--- config.mk ---
export PLATFORM = sky130hd
export DESIGN_NAME = gate_bist_ctrl_flat
export DESIGN_NICKNAME = d
export VERILOG_FILES = /design/src/rtl/gate_bist_if.sv /design/src/rtl/gate_bist_ctrl.sv /design/src/flat_wrapper.sv
export SDC_FILE = /design/constraint.sdc
export NUM_CORES = 1
export LEC_CHECK = 0
export CAP_MARGIN = 20
export CORE_MARGIN = 3
export CORE_UTILIZATION = 55
export CTS_BUF_LIST = sky130_fd_sc_hd__clkbuf_4
export DETAILED_ROUTE_END_ITERATION = 7
export GPL_ROUTABILITY_DRIVEN = 0
export GPL_TIMING_DRIVEN = 0
export PLACE_DENSITY = 0.81
export SLEW_MARGIN = 5
export SYNTH_ARGS = -nofsm -noshare
export SYNTH_HDL_FRONTEND = slang
export SYNTH_SLANG_ARGS = --single-unit
--- constraint.sdc ---
create_clock -name clk -period 2.78 [get_ports clk]
set_input_delay 0.556 -clock clk [delete_from_list [all_inputs] [get_ports clk]]
set_output_delay 0.556 -clock clk [all_outputs]
set_load 0.03 [all_outputs]
--- src/rtl/gate_bist_if.sv ---
// Signal bundle between the lab control side / gate under test and gate_bist_ctrl.
// master: lab side plus gate model; slave: the BIST controller.
`timescale 1ns/1ps
interface gate_bist_if;
  logic       start;
  logic       dut_y;
  logic       dut_a;
  logic       dut_b;
  logic       busy;
  logic       done;
  logic       pass;
  logic [2:0] pass_count;
  logic [2:0] fail_count;
  logic [3:0] fail_mask;

  modport master (
    output start, dut_y,
    input  dut_a, dut_b, busy, done, pass, pass_count, fail_count, fail_mask
  );

  modport slave (
    input  start, dut_y,
    output dut_a, dut_b, busy, done, pass, pass_count, fail_count, fail_mask
  );
endinterface

--- src/rtl/gate_bist_ctrl.sv ---
// Exhaustive BIST sequencer for one 2-input combinational gate.
// Optional macro GATE_BIST_STOP_ON_FAIL_EN: end the run at the first mismatching vector.
//
// state  | meaning
// IDLE   | waiting for start, results of the last run held
// SETTLE | current vector driven, settle down-counter running
// SAMPLE | compare dut_y against EXPECTED[idx], update results
// REPORT | done pulse, pass flag valid
`timescale 1ns/1ps
module gate_bist_ctrl #(
  parameter logic [3:0]  EXPECTED      = 4'b0001,
  parameter int unsigned SETTLE_CYCLES = 2
) (
  input  logic        clk,
  input  logic        rst_n,
  gate_bist_if.slave  bus
);

  typedef enum logic [1:0] {IDLE, SETTLE, SAMPLE, REPORT} state_t;

  localparam logic [7:0] SETTLE_LOAD = 8'(SETTLE_CYCLES);

  state_t     state, state_nxt;
  logic [1:0] idx;
  logic [7:0] cnt;
  logic [2:0] pass_count, fail_count, fail_count_nxt;
  logic [3:0] fail_mask;
  logic       pass;
  logic       load_run, sample_en, advance, enter_report;
  logic       mismatch, stop_hit;

  assign mismatch       = (bus.dut_y != EXPECTED[idx]);
  assign fail_count_nxt = fail_count + {2'b00, mismatch};

`ifdef GATE_BIST_STOP_ON_FAIL_EN
  assign stop_hit = mismatch;
`else
  assign stop_hit = 1'b0;
`endif

  always_ff @(posedge clk or negedge rst_n) begin
    if (!rst_n) state <= IDLE;
    else        state <= state_nxt;
  end

  always_comb begin
    state_nxt    = state;
    load_run     = 1'b0;
    sample_en    = 1'b0;
    advance      = 1'b0;
    enter_report = 1'b0;
    case (state)
      IDLE: begin
        if (bus.start) begin
          load_run  = 1'b1;
          state_nxt = SETTLE;
        end
      end
      SETTLE: begin
        if (cnt == 8'd1) state_nxt = SAMPLE;
      end
      SAMPLE: begin
        sample_en = 1'b1;
        if (idx == 2'd3 || stop_hit) begin
          enter_report = 1'b1;
          state_nxt    = REPORT;
        end else begin
          advance   = 1'b1;
          state_nxt = SETTLE;
        end
      end
      REPORT:  state_nxt = IDLE;
      default: state_nxt = IDLE;
    endcase
  end

  // Settle timer: loaded per vector, terminal count of 1 ends SETTLE.
  always_ff @(posedge clk or negedge rst_n) begin
    if (!rst_n)                   cnt <= 8'd0;
    else if (load_run || advance) cnt <= SETTLE_LOAD;
    else if (state == SETTLE)     cnt <= cnt - 8'd1;
  end

  // The vector index is the applied vector itself, so it holds 11 after a run.
  always_ff @(posedge clk or negedge rst_n) begin
    if (!rst_n)        idx <= 2'd0;
    else if (load_run) idx <= 2'd0;
    else if (advance)  idx <= idx + 2'd1;
  end

  always_ff @(posedge clk or negedge rst_n) begin
    if (!rst_n) begin
      pass_count <= 3'd0;
      fail_count <= 3'd0;
      fail_mask  <= 4'd0;
      pass       <= 1'b0;
    end else if (load_run) begin
      pass_count <= 3'd0;
      fail_count <= 3'd0;
      fail_mask  <= 4'd0;
      pass       <= 1'b0;
    end else if (sample_en) begin
      fail_count <= fail_count_nxt;
      if (mismatch) fail_mask[idx] <= 1'b1;
      else          pass_count     <= pass_count + 3'd1;
      if (enter_report) pass <= (fail_count_nxt == 3'd0);
    end
  end

  assign bus.dut_a      = idx[1];
  assign bus.dut_b      = idx[0];
  assign bus.busy       = (state != IDLE);
  assign bus.done       = (state == REPORT);
  assign bus.pass       = pass;
  assign bus.pass_count = pass_count;
  assign bus.fail_count = fail_count;
  assign bus.fail_mask  = fail_mask;

endmodule

--- src/flat_wrapper.sv ---
// flat-port wrapper written by rule: the top's interface ports become plain ports
module gate_bist_ctrl_flat 
#(
  parameter logic [3:0]  EXPECTED      = 4'b0001,
  parameter int unsigned SETTLE_CYCLES = 2
)
  (clk, rst_n, bus_start, bus_dut_y, bus_dut_a, bus_dut_b, bus_busy, bus_done, bus_pass, bus_pass_count, bus_fail_count, bus_fail_mask);
  gate_bist_if bus_i ();
  input  logic clk;
  input  logic rst_n;
  input wire logic [$bits(bus_i.start)-1:0] bus_start;
  input wire logic [$bits(bus_i.dut_y)-1:0] bus_dut_y;
  output wire logic [$bits(bus_i.dut_a)-1:0] bus_dut_a;
  output wire logic [$bits(bus_i.dut_b)-1:0] bus_dut_b;
  output wire logic [$bits(bus_i.busy)-1:0] bus_busy;
  output wire logic [$bits(bus_i.done)-1:0] bus_done;
  output wire logic [$bits(bus_i.pass)-1:0] bus_pass;
  output wire logic [$bits(bus_i.pass_count)-1:0] bus_pass_count;
  output wire logic [$bits(bus_i.fail_count)-1:0] bus_fail_count;
  output wire logic [$bits(bus_i.fail_mask)-1:0] bus_fail_mask;
  assign bus_i.start = bus_start;
  assign bus_i.dut_y = bus_dut_y;
  assign bus_dut_a = bus_i.dut_a;
  assign bus_dut_b = bus_i.dut_b;
  assign bus_busy = bus_i.busy;
  assign bus_done = bus_i.done;
  assign bus_pass = bus_i.pass;
  assign bus_pass_count = bus_i.pass_count;
  assign bus_fail_count = bus_i.fail_count;
  assign bus_fail_mask = bus_i.fail_mask;
  gate_bist_ctrl #(.EXPECTED(EXPECTED), .SETTLE_CYCLES(SETTLE_CYCLES)) u_core (.clk(clk), .rst_n(rst_n), .bus(bus_i));
endmodule
# Word level (Yosys, flattened, before mapping)
# Cells that the tools add are included.
# op_classes
add_sub_neg	4
order_cmp	2
n_eq_ne	9
muxes	30
n_bitwise	1
n_reduce_logical	14
# op_table
cell	n
8-bit 2-to-1 mux	2
3-bit 2-to-1 mux	5
1-bit 2-to-1 mux	12
4-bit 2-to-1 mux	3
2-bit nonzero test	6
2-bit 2-to-1 mux	5
8-bit by 1-bit == test with 1-bit output (second input constant)	1
2-bit case mux with 4 select lines	1
2-bit AND reduction	4
8-bit by 1-bit subtractor with 8-bit output (second input constant)	1
2-bit == test (second input constant)	3
2-bit by 1-bit != test with 1-bit output (second input constant)	2
4-bit OR	1
3-bit by 1-bit adder with 3-bit output	1
3-bit by 1-bit adder with 3-bit output (second input constant)	1
3-bit zero test	1
2-bit by 3-bit less-than comparator with 1-bit output (second input constant)	1
2-bit by 1-bit adder with 2-bit output (second input constant)	1
1-bit binary-select mux with 2-bit select	1
1-bit demux with 2-bit select	1
2-bit by 1-bit == test with 1-bit output (second input constant)	1
2-bit by 1-bit greater-or-equal comparator with 1-bit output (second input constant)	1
2-bit zero test	1
2-bit != test (second input constant)	1
3 further kinds	3
# totals
register_bits	23
inputBits	4
elab_cells	67

# Logic depth before layout (Yosys ltp)
# logic_depth
ltp_word	8
ltp_mapped	9

# Worst setup path after synthesis
# No wires, ideal clock.
# synth_timing
path_type	register -> register
startpoint	reg u_core.idx[0]
endpoint	reg u_core.pass (netlist: u_core.bus.pass)
setup_ps	78
t_arrival_ps	2336
required_ps	2702
slack_ps	367
stages_incl_launch_ff	9
n_path_buf	0
cell_sequence	dfrtp_1 inv_1 ha_1 xnor2_1 inv_1 ha_1 ha_1 or4_1 a21oi_1
# synth_between
elab_chain_len	8
word_cells_on_any_way	13
# synth_lines
element	line_no	source
from (decl)	gate_bist_ctrl.sv:24	logic [1:0] idx;
from (signal assigned)	gate_bist_ctrl.sv:88	else if (advance) idx <= idx + 2'd1;
1-bit binary-select mux with 2-bit select	gate_bist_ctrl.sv:32	assign mismatch = (bus.dut_y != EXPECTED[idx]);
1-bit 2-to-1 mux (implied by the code)	gate_bist_ctrl.sv:32	
1-bit != test	gate_bist_ctrl.sv:32	
3-bit by 1-bit adder with 3-bit output	gate_bist_ctrl.sv:33	assign fail_count_nxt = fail_count + {2'b00, mismatch};
3-bit zero test	gate_bist_ctrl.sv:106	if (enter_report) pass <= (fail_count_nxt == 3'd0);
1-bit 2-to-1 mux	gate_bist_ctrl.sv:106	
1-bit 2-to-1 mux	gate_bist_ctrl.sv:102	end else if (sample_en) begin
1-bit 2-to-1 mux	gate_bist_ctrl.sv:97	end else if (load_run) begin
to (signal assigned)	gate_bist_ctrl.sv:106	
to (decl)	gate_bist_ctrl.sv:28	logic pass;
# Parallel ways exist; a longest one is shown, timed or not. The select of a mux whose other input is x is not followed.
# A chain may end at the register's enable or synchronous reset.

# Final worst setup path
# Same ends and word-level chain as after synthesis.

==> metrics <==
#FFs+latches synth=23; root buf cell=clkbuf_4; CTS resizes=0; Post-synth ARST share=100%; Yosys top cell by area=dfrtp_1; htree depth=1; post-synthesis xor/xnor area fraction=2.90%; WP data arrival=2740 ps; share of cells above drive strength 1=6.29%; Fmax achieved=398 MHz; setup tns final=0 ps; Starting DRT DRC Count=26; min-delay worst type=reg2reg; Simple-Gate Fraction of Synth Area=21.9%; vias in the first global route=953; Vias=983; Clock Latency Late Sink=310 ps; setup slack after layout=267 ps; PortBufs=18; DIE WIDTH=52.8 um; WS Path Type=reg2reg; # clock sinks=23; global route overflow=0; area post-placement=0.00142 mm2; setup bufs post-CTS=0; Post-Syn Area=0.00121 mm2; DP HPWL=1.81 mm; Clock Skews=12.1 ps; gr usage total=21.2%; Max Cap Viol=0; Placed Cells incl. Taps=165; Synth Area in Adders=9.34%; CTS clock-pin slew for the worst setup and hold paths=130 ps; largest family of logic cells by synthesized area=simple AND/OR/NAND/NOR gates; non-filler cells, final=170; ANT cells=0; Die Y=52.8 um; CTS tree=built; clock buffer depth=2; cell count after synthesis=120; Starting Density=59.7%; num rows=16; Peak supply drop=0.502 mV; Worst setup SP type=flop; Seq/Total Area, Yosys=47.7%; Max-slew headroom=56.6%; vias per cell=5.78; worst path required time=3010 ps; antenna violations before repair=0; final net count=157; most frequent cells in the layout=23 x dfrtp_1, 18 x clkdlybuf4s50_1, 11 x nor2_1; pin count of the biggest net entering global routing=24; die area=0.00279 mm2; Main synth FF type=dfrtp_1; routed wire length=2.42 mm; status=finished, final reports clean; number of flops mapped to enable cells by yosys=0; synthesized net count=133; Initial DRT Pass Iterations=4; Ports=19; YS warnings=0; Place WS=76.6 ps; area growth from synthesis to layout=22.5%; leakage power=0.707 nW; mux cell area share after synthesis=4.25%; Post-route DRC=0; post-route cell area=0.00148 mm2; syn avg cell area=10.1 um2; largest cells by area after synthesis=dfrtp_1 48%, ha_1 9.3%, nor2_1 3.4%; Final Max Slew Viols=0; Worst Tran Pin Value=641 ps; post-synthesis compound-gate area fraction=10.4%; Crit. End Element=flop; first-pass GRT wire length=4.31 mm; Final Setup Violations=0; hold_buf cts=0; core box area=0.00202 mm2; CTS buffer count=3; share of the synthesized area in the top cell type=47.7%; Power Dens Cells=702 mW/mm2; Period minus WS final=2510 ps; WL/cell=14.2 um; RSZ-0062 raised after global routing=false; final hold vios=0; Cell variety after synth=32; Max FO, Critical Path=7; Period Utilization, post-route=90.4%; post-route ant nets=0; end-of-flow core utilization=73.1%; commonest non-fill, non-tap cell in the layout=dfrtp_1
[through the flow]
| stage | total power [mW] | hold WS [ps] |
|---|---|---|
| global route | 1.11 | 517 |
| CTS | 1.04 | 508 |
| floorplan | 0.752 | 260 |
| finish | 1.04 | 489 |
| detailed placement | 0.871 | 476 |
| global placement | 0.852 | 459 |
[sequential cells by signal, indices dropped and copies added (netlist names)]
name                   cells
u_core.bus.fail_mask       4
u_core.idx                 2
u_core.bus.fail_count      3
u_core.cnt                 8
u_core.state               2
u_core.bus.pass_count      3
u_core.bus.pass            1
[cell type report]
cell class / instances / area [um2]
Timing Repair Buffer: 19 / 208
Tap cell: 27 / 33.8
Clock buffer: 4 / 30.0
Fill cell: 152 / 544
Multi-Input combinational cell: 86 / 588
Sequential cell: 23 / 576
Inverter: 8 / 30.0
Buffer: 3 / 12.5
[kinds of logic (layout without fill, tap and decap cells)]
| logic type | after synthesis | count (layout) |
|---|---|---|
| mux | 5 | 5 |
| buf+inv | 11 | 34 |
| fa+ha+maj | 9 | 9 |
| xor+xnor | 4 | 4 |
| simple gates | 48 | 48 |
| flops | 23 | 23 |
| compound gates | 20 | 20 |
[Yosys cell counts (all sizes together), types with 2 or more instances]
cell / instances
a21oi: 5
a31oi: 4
and2: 2
clkbuf: 2
dfrtp: 23
ha: 9
inv: 8
mux2i: 4
nand2: 9
nand2b: 2
nand3: 6
nand3b: 4
nor2: 11
nor3: 2
o211ai: 2
o21ai: 4
o31ai: 3
or3: 3
or4: 2
xnor2: 2
xor2: 2
[report_power, final]
part / total [mW] / internal, mW / switching (mW)
Clock: 0.162 / 0.0657 / 0.0960
Combinational: 0.385 / 0.170 / 0.214
Sequential: 0.492 / 0.414 / 0.0776
[worst paths after layout]
kind | endpoint | startpoint | slack (ps) | cells past startpoint
worst max register to register | u_core.bus.pass | u_core.idx[0] | 270 | 8
worst min register to register | u_core.bus.pass_count[2] | u_core.bus.pass_count[2] | 490 | 1
worst min-delay path | u_core.bus.pass_count[2] | u_core.bus.pass_count[2] | 490 | 1
worst max-delay path | u_core.bus.pass | u_core.idx[0] | 270 | 8
max in group asynchronous | u_core.cnt[7] | rst_n | 1820 | 2
min in group asynchronous | u_core.cnt[2] | rst_n | 540 | 1
[layer usage]
metal,global-route usage (%),part of all wire (%)
met5,0,0
met4,7.23,0.50
met3,2.56,5.0
met2,35.7,50
met1,27.8,44
[worst max-delay path, stage by stage, from the launching register on]
cell and delay (ps):
dfrtp_1 450, inv_1 90, ha_1 240, xnor2_1 280, inv_1 190, ha_1 230
ha_1 290, or4_1 520, a21oi_1 150
Note: power is estimated with default switching activity, not from simulation.
